==> src/rtl/hazard_forward_ctrl_pkg.sv <==
// hazard_forward_ctrl_pkg: shared encodings for the pipeline hazard and forwarding controller.
package hazard_forward_ctrl_pkg;
   localparam int REG_AW = 5;
   localparam logic [1:0] FWD_REGFILE = 2'b00;
   localparam logic [1:0] FWD_EXMEM   = 2'b01;
   localparam logic [1:0] FWD_MEMWB   = 2'b10;
   localparam logic [1:0] PC_SEQ      = 2'b00;
   localparam logic [1:0] PC_BRANCH   = 2'b10;
   typedef enum logic [1:0] {RUN, STALL, REDIRECT} state_t;
endpackage

==> src/rtl/hazard_shadow_pipe.sv <==
// hazard_shadow_pipe: EX/MEM/WB shadow of rd/regw/memr, advancing every cycle with bubble insert.
module hazard_shadow_pipe #(
   parameter int REG_AW = hazard_forward_ctrl_pkg::REG_AW
) (
   input  logic              clk,
   input  logic              rst,
   input  logic              bubble,
   input  logic [REG_AW-1:0] id_rd,
   input  logic              id_regw,
   input  logic              id_memr,
   output logic [REG_AW-1:0] ex_rd,
   output logic              ex_regw,
   output logic              ex_memr,
   output logic [REG_AW-1:0] mem_rd,
   output logic              mem_regw,
   output logic              mem_memr,
   output logic [REG_AW-1:0] wb_rd,
   output logic              wb_regw,
   output logic              wb_memr
);
   always_ff @(posedge clk or negedge rst)
      if (!rst) begin
         {ex_rd, ex_regw, ex_memr}    <= '0;
         {mem_rd, mem_regw, mem_memr} <= '0;
         {wb_rd, wb_regw, wb_memr}    <= '0;
      end else begin
         {wb_rd, wb_regw, wb_memr}    <= {mem_rd, mem_regw, mem_memr};
         {mem_rd, mem_regw, mem_memr} <= {ex_rd, ex_regw, ex_memr};
         {ex_rd, ex_regw, ex_memr}    <= bubble ? '0 : {id_rd, id_regw, id_memr};
      end
endmodule

==> src/rtl/hazard_forward_ctrl.sv <==
// hazard_forward_ctrl: EX operand forwarding selects, load-use stalls and redirect flushes
// for the IF/ID/EX/MEM/WB pipeline.
module hazard_forward_ctrl #(
   parameter int REG_AW            = hazard_forward_ctrl_pkg::REG_AW,
   parameter int LOAD_STALL_CYCLES = 1
) (
   input  logic              clk,
   input  logic              rst,
   input  logic [REG_AW-1:0] id_rs1,
   input  logic [REG_AW-1:0] id_rs2,
   input  logic              id_use_rs1,
   input  logic              id_use_rs2,
   input  logic [REG_AW-1:0] id_rd,
   input  logic              id_regw,
   input  logic              id_memr,
   input  logic [1:0]        ex_pc_src,
   output logic              pc_write,
   output logic              ifid_write,
   output logic              ifid_flush,
   output logic              idex_flush,
   output logic [1:0]        fwd_a,
   output logic [1:0]        fwd_b,
   output logic              stall_busy
);
   import hazard_forward_ctrl_pkg::*;
   state_t state, state_nxt;
   logic [1:0] cnt, cnt_nxt, fwd_a_nxt, fwd_b_nxt;
   logic [REG_AW-1:0] ex_rd, mem_rd, wb_rd;
   logic ex_regw, ex_memr, mem_regw, mem_memr, wb_regw, wb_memr;
   logic redirect, load_use, unused_wb;

   function automatic logic hit(input logic use_rs, input logic [REG_AW-1:0] rs,
                                input logic regw, input logic [REG_AW-1:0] rd);
      return use_rs && regw && rd != '0 && rd == rs;
   endfunction

   hazard_shadow_pipe #(.REG_AW(REG_AW)) u_shadow (
      .clk(clk), .rst(rst), .bubble(idex_flush),
      .id_rd(id_rd), .id_regw(id_regw), .id_memr(id_memr),
      .ex_rd(ex_rd), .ex_regw(ex_regw), .ex_memr(ex_memr),
      .mem_rd(mem_rd), .mem_regw(mem_regw), .mem_memr(mem_memr),
      .wb_rd(wb_rd), .wb_regw(wb_regw), .wb_memr(wb_memr)
   );

   // The WB entry is kept for observability only; forwarding never sources from it.
   assign unused_wb = ^{wb_rd, wb_regw, wb_memr};

   always_comb begin
      redirect   = rst && ex_pc_src != PC_SEQ;
      load_use   = ex_memr && (hit(id_use_rs1, id_rs1, ex_regw, ex_rd) || hit(id_use_rs2, id_rs2, ex_regw, ex_rd));
      fwd_a_nxt  = hit(id_use_rs1, id_rs1, ex_regw, ex_rd)   ? FWD_EXMEM :
                   hit(id_use_rs1, id_rs1, mem_regw, mem_rd) ? FWD_MEMWB : FWD_REGFILE;
      fwd_b_nxt  = hit(id_use_rs2, id_rs2, ex_regw, ex_rd)   ? FWD_EXMEM :
                   hit(id_use_rs2, id_rs2, mem_regw, mem_rd) ? FWD_MEMWB : FWD_REGFILE;
      state_nxt  = RUN;
      cnt_nxt    = '0;
      pc_write   = 1'b1;
      ifid_write = 1'b1;
      ifid_flush = 1'b0;
      idex_flush = 1'b0;
      // REDIRECT ignores a second redirect while the first bubble drains
      if (state != REDIRECT && redirect) begin
         state_nxt  = REDIRECT;
         ifid_flush = 1'b1;
         idex_flush = 1'b1;
      end else if ((state == RUN && load_use) || (state == STALL && cnt != '0)) begin
         state_nxt  = STALL;
         cnt_nxt    = state == RUN ? 2'(LOAD_STALL_CYCLES - 1) : cnt - 2'd1;
         pc_write   = 1'b0;
         ifid_write = 1'b0;
         idex_flush = 1'b1;
      end
   end

   always_ff @(posedge clk or negedge rst)
      if (!rst) begin
         state <= RUN;
         cnt   <= '0;
         fwd_a <= FWD_REGFILE;
         fwd_b <= FWD_REGFILE;
      end else begin
         state <= state_nxt;
         cnt   <= cnt_nxt;
         fwd_a <= idex_flush ? FWD_REGFILE : fwd_a_nxt;
         fwd_b <= idex_flush ? FWD_REGFILE : fwd_b_nxt;
      end

   assign stall_busy = state != RUN;
endmodule
==> config.mk <==
export PLATFORM = sky130hd
export DESIGN_NAME = hazard_forward_ctrl
export DESIGN_NICKNAME = d
export VERILOG_FILES = /design/src/rtl/hazard_forward_ctrl_pkg.sv /design/src/rtl/hazard_shadow_pipe.sv /design/src/rtl/hazard_forward_ctrl.sv
export SDC_FILE = /design/constraint.sdc
export NUM_CORES = 1
export LEC_CHECK = 0
export ABC_AREA = 1
export CAP_MARGIN = 20
export CORE_MARGIN = 2
export CORE_UTILIZATION = 35
export CTS_BUF_LIST = sky130_fd_sc_hd__clkbuf_4
export CTS_CLUSTER_SIZE = 16
export DETAILED_ROUTE_END_ITERATION = 12
export DONT_BUFFER_PORTS = 1
export GPL_ROUTABILITY_DRIVEN = 1
export HOLD_SLACK_MARGIN = 0.06
export PLACE_DENSITY = 0.59
export SETUP_SLACK_MARGIN = 0.5
export SYNTH_ARGS = -nofsm -noshare
export SYNTH_HDL_FRONTEND = slang
export SYNTH_HIERARCHICAL = 1
export SYNTH_SLANG_ARGS = --single-unit
==> constraint.sdc <==
create_clock -name clk -period 2 [get_ports clk]
set_input_delay 0.2 -clock clk [delete_from_list [all_inputs] [get_ports clk]]
set_output_delay 0.2 -clock clk [all_outputs]
set_load 0.005 [all_outputs]
After elaboration in Yosys (flattened, before gate mapping)
Index checks and enable logic that the tools add are counted.

word-level totals
  register bits after elaboration = 21
  output and inout bits = 9
  logic and storage cells = 58

operators by class
  $add $sub $neg = 1
  eq/ne operators = 6
  muxes and demuxes = 17
  reductions and logical operators = 25

operators with widths
  kind                                                                number
  5-bit == test                                                       4
  2-bit 2-to-1 mux                                                    10
  1-bit logical AND                                                   17
  5-bit nonzero test                                                  2
  7-bit 2-to-1 mux                                                    1
  1-bit 2-to-1 mux                                                    6
  2-bit nonzero test                                                  3
  2-bit by 1-bit == test with 1-bit output, second input constant     1
  2-bit zero test                                                     1
  1-bit logical OR                                                    2
  2-bit inequality test, second input constant                        1
  2-bit by 1-bit subtractor with 2-bit output, second input constant  1

Logic depth before layout (Yosys ltp)
Gate-level depths: netlist of run 1.

  word-level depth = 10
  gate-level depth with buffers = 12

Hierarchy
The synthesis of run 1 kept the hierarchy.

modules (own cells, without submodules)
  module               times used  cells each  area each (sq um)  seq. area each (sq um)
  hazard_forward_ctrl  1           128         787.0              200.2
  hazard_shadow_pipe   1           35          578.1              525.5

Worst setup path before layout of run 1
Ideal clock, no wire load.

  path kind = reg-to-output
  from = reg u_shadow.ex_rd[2]
  to = out pc_write
  data arrival time = 1.153 ns
  required time = 1.800 ns
  slack = 0.647 ns
  stages on the path, launching flop included = 12
  path through = dfrtp_1 -> inv_2 -> nand2_1 -> nand2_1 -> nand2_1 -> nor2_2 -> nand2_2 -> nand2_2 -> nand2_4 -> nand2_2 -> nand2_2 -> buf_4

between the ends
  longest elaborated chain between the ends = 9
  elaborated cells on any way between the ends = 13
  those cells by class = 2 x eq/ne; 2 x mux; 9 x reduce/logical

RTL lines
  what                                RTL line                   RTL
  start: declaration                  hazard_shadow_pipe.sv:11   output logic [REG_AW-1:0] ex_rd,
  start signal: assignment            hazard_shadow_pipe.sv:29   {ex_rd, ex_regw, ex_memr} <= bubble ? '0 : {id_rd, id_regw, id_memr};
  5-bit nonzero test                  hazard_forward_ctrl.sv:34  return use_rs && regw && rd != '0 && rd == rs;
  1-bit logical AND (2 in series)     hazard_forward_ctrl.sv:34
  1-bit logical OR (*)                hazard_forward_ctrl.sv:50  load_use = ex_memr && (hit(id_use_rs1, id_rs1, ex_regw, ex_rd) || hit(id_use_rs2, id_rs2, ex_regw, ex_rd));
  1-bit logical AND (*)               hazard_forward_ctrl.sv:50
  1-bit logical AND (*)               hazard_forward_ctrl.sv:66  end else if ((state == RUN && load_use) || (state == STALL && cnt != '0)) begin
  1-bit logical OR (*)                hazard_forward_ctrl.sv:66
  1-bit 2-to-1 mux (*) (2 in series)  --
  end: declaration                    hazard_forward_ctrl.sv:17  output logic pc_write,

Every way passes the cells marked *; elsewhere a longest branch is shown, timed or not.

Final worst setup path of run 1
  from = reg u_shadow.ex_rd[3]
  to = out pc_write

The elaborated chain is that of the path after synthesis.

==> impl_metrics.tcl, run 1 <==
set metrics [dict create \
    status "completed" \
    gr-usage-met3_pct 4.762 \
    r2r_cells 9 \
    clockBufferDepth 2 \
    total_power_mw 0.8144 \
    grtUsageMet2_pct 27.07 \
    wirelength_um 2449 \
    setup_tns_ns 0 \
    synth_warnings 6 \
    viasPerCell 4.507 \
    r2r_end "fwd_a[0]" \
    p_per_area_nw_per_um2 601.6 \
    cp.arrival_ns 1.48 \
    crit_chain "inv_2, a21oi_2, nand2_1, nor2_2, nand2_2, nand2_2, nand2_4, nand2_2, nand2_4" \
    drive_above_1_share_pct 15.98 \
    core_region_area_sq_um 3103 \
    r2r_setup_slack_ns 0.63 \
    overflow 0 \
    cp_slowest_cell "dfrtp_1" \
    max_freq_mhz 594.2 \
    required_ns 1.80 \
    area_growth_pct 16.22 \
    max_slew_margin_pct 37.95 \
    worstHoldStart "rst" \
    antenna_cells 0 \
    layout_min_cycle_time_ns 1.683 \
    multi_input_area_sq_um 511.7 \
    ff_latch_area_sq_um 525.5 \
    worst_pin_slew_ns 0.9277 \
    vias 960 \
    antenna_found_initial 0 \
    crit_path_start_kind "flip-flop" \
    cts_tree "yes" \
    dieArea_sq_um 3806 \
    holdWs_ns 0.1267 \
    setup_viol 0 \
    cts_num_sinks 21 \
    finalNetCount 194 \
    cpPeakStageDelay_ns 0.42 \
    cp-end-kind "output pin" \
    syn-cell-area_sq_um 1165 \
    start_util_pct 37.54 \
    holdPathEnd "state[0]" \
    worst-path-max-fanout 4 \
    grt_pass1_vias 943 \
    post-route-period-util_pct 84.15 \
    fillers 338 \
    io-pin-count 32 \
    cts_htree_levels 1 \
    die_h_um 61.69 \
    clkTransAtPathRegs_ns 0.13 \
    drc 0 \
    final_cells 213 \
    grt_max_degree 22 \
    startpoint "u_shadow/ex_rd[3]" \
    netlist_instances 155 \
    vdd_ir_drop_max_mv 0.2478 \
    drtPass1Iterations 4 \
    worstSetupPathType "flip-flop to output pin" \
    grt_use_met1_pct 15.19 \
    synth_nets 179 \
    cp_common_cell "nand2_2" \
    clockRootBuffer "clkbuf_4" \
    cts_buffers 3 \
    slew_violations 0 \
    utilization_pct 43.63 \
    portBuffers 0 \
    avgSynthCellArea_sq_um 7.515 \
    drtIter0Drc 16 \
    die_w_um 61.69 \
    finalClockSkew_ns 0.01553 \
    worstReg2RegStart "u_shadow/ex_rd[4]" \
    rsz0062_at_grt "yes" \
    grt_pass1_wl_um 3939 \
    power_leakage_nw 0.7416 \
    grt-busiest-layer "met2" \
    wl_per_cell_um 11.50 \
    max-cap-violations 0 \
    worstHoldPathCells 3 \
    finalHoldViolations 0 \
    hpwl_um 1852 \
    gp_congestion 0.8469 \
    post-place-cells 198 \
    hold_class "primary input to flip-flop" \
    clk_latency_ns 0.32 \
    grt_util_all_layers_pct 14.59 \
    ant_nets 0 \
    core.rowCount 20 \
]
[registers in the layout (all words and copies together) (netlist names)]
signal / cells
u_shadow/ex_memr: 1
fwd_b: 2
u_shadow/ex_regw: 1
fwd_a: 2
u_shadow/mem_regw: 1
cnt: 2
u_shadow/mem_rd: 5
state: 2
u_shadow/ex_rd: 5
[cells in the final DEF (no fill, tap or decap)]
master and count:
dfrtp_1 21, buf_4 3, nor3_1 3, nor2_2 4, xor2_1 1, a211oi_1 1, clkbuf_4 3, a21oi_1 1
nor2_1 19, nand3_4 1, nand4_1 3, dlygate4sd3_1 8, nand2_2 4, nand2_4 2, ha_1 1, a21oi_2 1
nor4_1 2, xnor2_1 1, inv_2 6, inv_1 29, o221ai_4 1, nand3b_1 1, nand3_1 5, clkinv_2 1
o21ai_0 1, nor2_8 1, nand2_1 45
[routing by layer]
metal	part of all wire, %	routed length (um)
met3	6.8	166
met2	53	1288
met4	1.3	33
met5	0	0
met1	39	961
[how the worst max path moves through the flow]
| stage | endpoint | slack (ns) | depth (start not counted) |
|---|---|---|---|
| final | pc_write | 0.32 | 9 |
| after global routing | ifid_write | 0.20 | 10 |
| after CTS | pc_write | 0.32 | 11 |
| after detailed placement | fwd_a[1] | 0.64 | 9 |
| after global placement | fwd_a[0] | 0.64 | 9 |
| after floorplan | pc_write | 0.65 | 11 |
[through the flow]
| step | cell area, sq um | worst slack (ns) |
|---|---|---|
| 3_3_place_gp | 1212 | 0.6433 |
| 6_report | 1354 | 0.3170 |
| 4_1_cts | 1351 | 0.3153 |
| 2_1_floorplan | 1165 | 0.6468 |
| 3_5_place_dp | 1212 | 0.6427 |
| 5_1_grt | 1354 | 0.2044 |
[area by class of cell]
type	instances	area share (%)
well taps	44	4.067
repair buffers	11	7.579
flip-flops and latches	21	38.82
inverters	35	9.704
multi-input cells	98	37.80
clock buffers	3	1.664
clock inverters	1	0.3697
[where the power goes]
group	internal (mW)	total, mW	switching, mW	leakage (nW)
Combinational	0.0548	0.138	0.0828	0.453
Clock	0.0748	0.210	0.135	0.0177
Sequential	0.447	0.467	0.0203	0.271
Total	0.576	0.814	0.238	0.742
[worst max-delay path: cells and delay by family, from the launching register on]
family          cells  cell delay (ns)
flops               1             0.42
buf+inv             1             0.07
simple gates        7             0.54
compound gates      1             0.14
[timing repair]
action,4_1_cts,5_1_grt
endpoints found under the hold margin,28,0
hold buffers,8,0
setup endpoints to repair,3,4
gates resized for setup,2,1
cloned,0,0
buffers inserted,3,0
pin swaps,2,1
Power figures use the tool's default switching activity.
==> run 2, diff against run 1 <==
clock period = 1.62 ns   (was 2 ns; I/O delays follow)
==> impl_metrics.tcl, run 2 (synthesis gave the netlist of run 1 again) <==
set metrics [dict create \
    wirelength_um 3047 \
    portBuffers 0 \
    worstHoldPathCells 5 \
    max_slew_margin_pct 33.81 \
    worstReg2RegStart "u_shadow/ex_rd[2]" \
    drtPass1Iterations 4 \
    max_freq_mhz 581.0 \
    vias 1061 \
    clockRootBuffer "clkbuf_4" \
    setup_tns_ns -0.3834 \
    area_growth_pct 36.63 \
    drive_above_1_share_pct 32.07 \
    finalClockSkew_ns 0.006592 \
    clk_latency_ns 0.31 \
    layout_commonest_cell "nand2_1" \
    grt_pass1_vias 1046 \
    finalHoldViolations 0 \
    post-route-period-util_pct 106.2 \
    total_power_mw 1.057 \
    crit_path_start_kind "flip-flop" \
    fin_ws_ns -0.1012 \
    power_leakage_nw 0.8265 \
    r2r_setup_slack_ns -0.08 \
    cp_slowest_cell "dfrtp_1" \
    drc 0 \
    viasPerCell 4.654 \
    core_region_area_sq_um 3103 \
    final_cell_mix "nand2_1, inv_1, dfrtp_1" \
    cp-end-kind "output pin" \
    cts_num_sinks 21 \
    grt_max_degree 23 \
    cpPeakStageDelay_ns 0.43 \
    cp_common_cell "nand2_4" \
    utilization_pct 51.29 \
    core.rowCount 20 \
    slew_violations 0 \
    r2r_end "fwd_a[1]" \
    grt_pass1_wl_um 4636 \
    die_h_um 61.69 \
    violations "setup timing" \
    overflow 0 \
    place_ws_ns 0.2476 \
    max-cap-violations 0 \
    vdd_ir_drop_max_mv 0.3241 \
    hold_class "primary input to flip-flop" \
    dieArea_sq_um 3806 \
    worstHoldStart "id_rs1[0]" \
    io-pin-count 32 \
    wl_per_cell_um 13.36 \
    clockBufferDepth 2 \
    status "finished with violations" \
    rsz0062_at_grt "yes" \
    worst-path-max-fanout 4 \
    holdPathEnd "fwd_a[1]" \
    cts_htree_levels 1 \
    cts_buffers 3 \
    grt_util_all_layers_pct 16.66 \
    ant_nets 0 \
    required_ns 1.46 \
    p_per_area_nw_per_um2 664.4 \
    start_util_pct 37.54 \
    antenna_found_initial 0 \
    layout_min_cycle_time_ns 1.721 \
    antenna_cells 0 \
    hpwl_um 1902 \
    drtIter0Drc 33 \
    final_cells 228 \
    cts_tree "yes" \
    setup_viol 5 \
    worst_pin_slew_ns 0.9896 \
    worstSetupPathType "flip-flop to output pin" \
    clkTransAtPathRegs_ns 0.13 \
    r2r_cells 13 \
    post-place-cells 198 \
    finalNetCount 209 \
    cp.arrival_ns 1.56 \
    crit_chain "inv_2, nand3_2, nor2_4, nor2_1, nand2_2, nand2_2, nand2_4, nand2_4, nand2_4" \
    die_w_um 61.69 \
    gp_congestion 0.8298 \
]
run 2: cell types whose count changed in the layout (fill, tap and decap cells not counted), sizes merged:
| cell | delta |
|---|---|
| buf | +14 |
| nand3 | +1 |
run 2: through the flow:
stage	hold WS (ns)	cell area [sq um]
2_1_floorplan	-0.1336	1172
3_3_place_gp	-0.1331	1216
3_5_place_dp	-0.1332	1216
4_1_cts	-0.4785	1455
5_1_grt	0.1449	1592
6_report	0.1454	1592
run 2: worst max path at each step:
stage                 startpoint          to  slack [ns]  cells after the start
2_1_floorplan  u_shadow/ex_rd[1]    pc_write        0.32                     11
3_3_place_gp   u_shadow/ex_rd[0]    fwd_b[0]        0.25                      9
3_5_place_dp   u_shadow/ex_rd[4]    fwd_b[0]        0.25                      9
4_1_cts        u_shadow/ex_rd[4]    pc_write      -0.005                     10
5_1_grt        u_shadow/ex_rd[3]  ifid_write       -0.20                      9
6_report       u_shadow/ex_rd[3]    pc_write       -0.10                      9
run 2: critical path, delay by kind of cell (launching register included):
family | cells | cell delay [ns]
AND/OR/NAND/NOR | 8 | 0.73
flip-flops | 1 | 0.43
buffers and inverters | 1 | 0.10
run 2: layout make-up:
| cell class | count | area [sq um] |
|---|---|---|
| fill | 301 | 1511 |
| multi-input combinational | 99 | 610.6 |
| sequential | 21 | 525.5 |
| timing repair buffer | 25 | 239.0 |
| inverter | 35 | 133.9 |
| tap | 44 | 55.05 |
| clock buffer | 3 | 22.52 |
| clock inverter | 1 | 5.005 |
run 2: per-layer routing:
metal	wire (um)	share of wire (%)	GRT usage, %	vias up
li1	-	-	-	523
met1	1194	39	20.39	489
met2	1579	52	29.17	41
met3	219	7.2	4.348	8
met4	53	1.7	4.255	0
met5	0	0	0	-
run 2: timing repair:
action / in CTS / in global routing
gates resized for setup: 13 / 19
setup buffers: 12 / 4
hold buffers: 7 / 2
gates cloned: 1 / 0
setup endpoints to repair: 19 / 19
endpoints found under the hold margin: 29 / 22
pin swaps: 6 / 7
run 2: power by group:
part	internal (mW)	switching (mW)	leakage (nW)	total [mW]
registers	0.551	0.0260	0.271	0.577
clock network	0.0922	0.173	0.0177	0.265
logic	0.0862	0.129	0.538	0.215
==> run 3, diff against run 2 <==
ABC_CLOCK_PERIOD_IN_PS = 1620   (was default)
==> results of run 3 <==
Same layout as run 2: the final DEF is identical, and so are final timing and power.
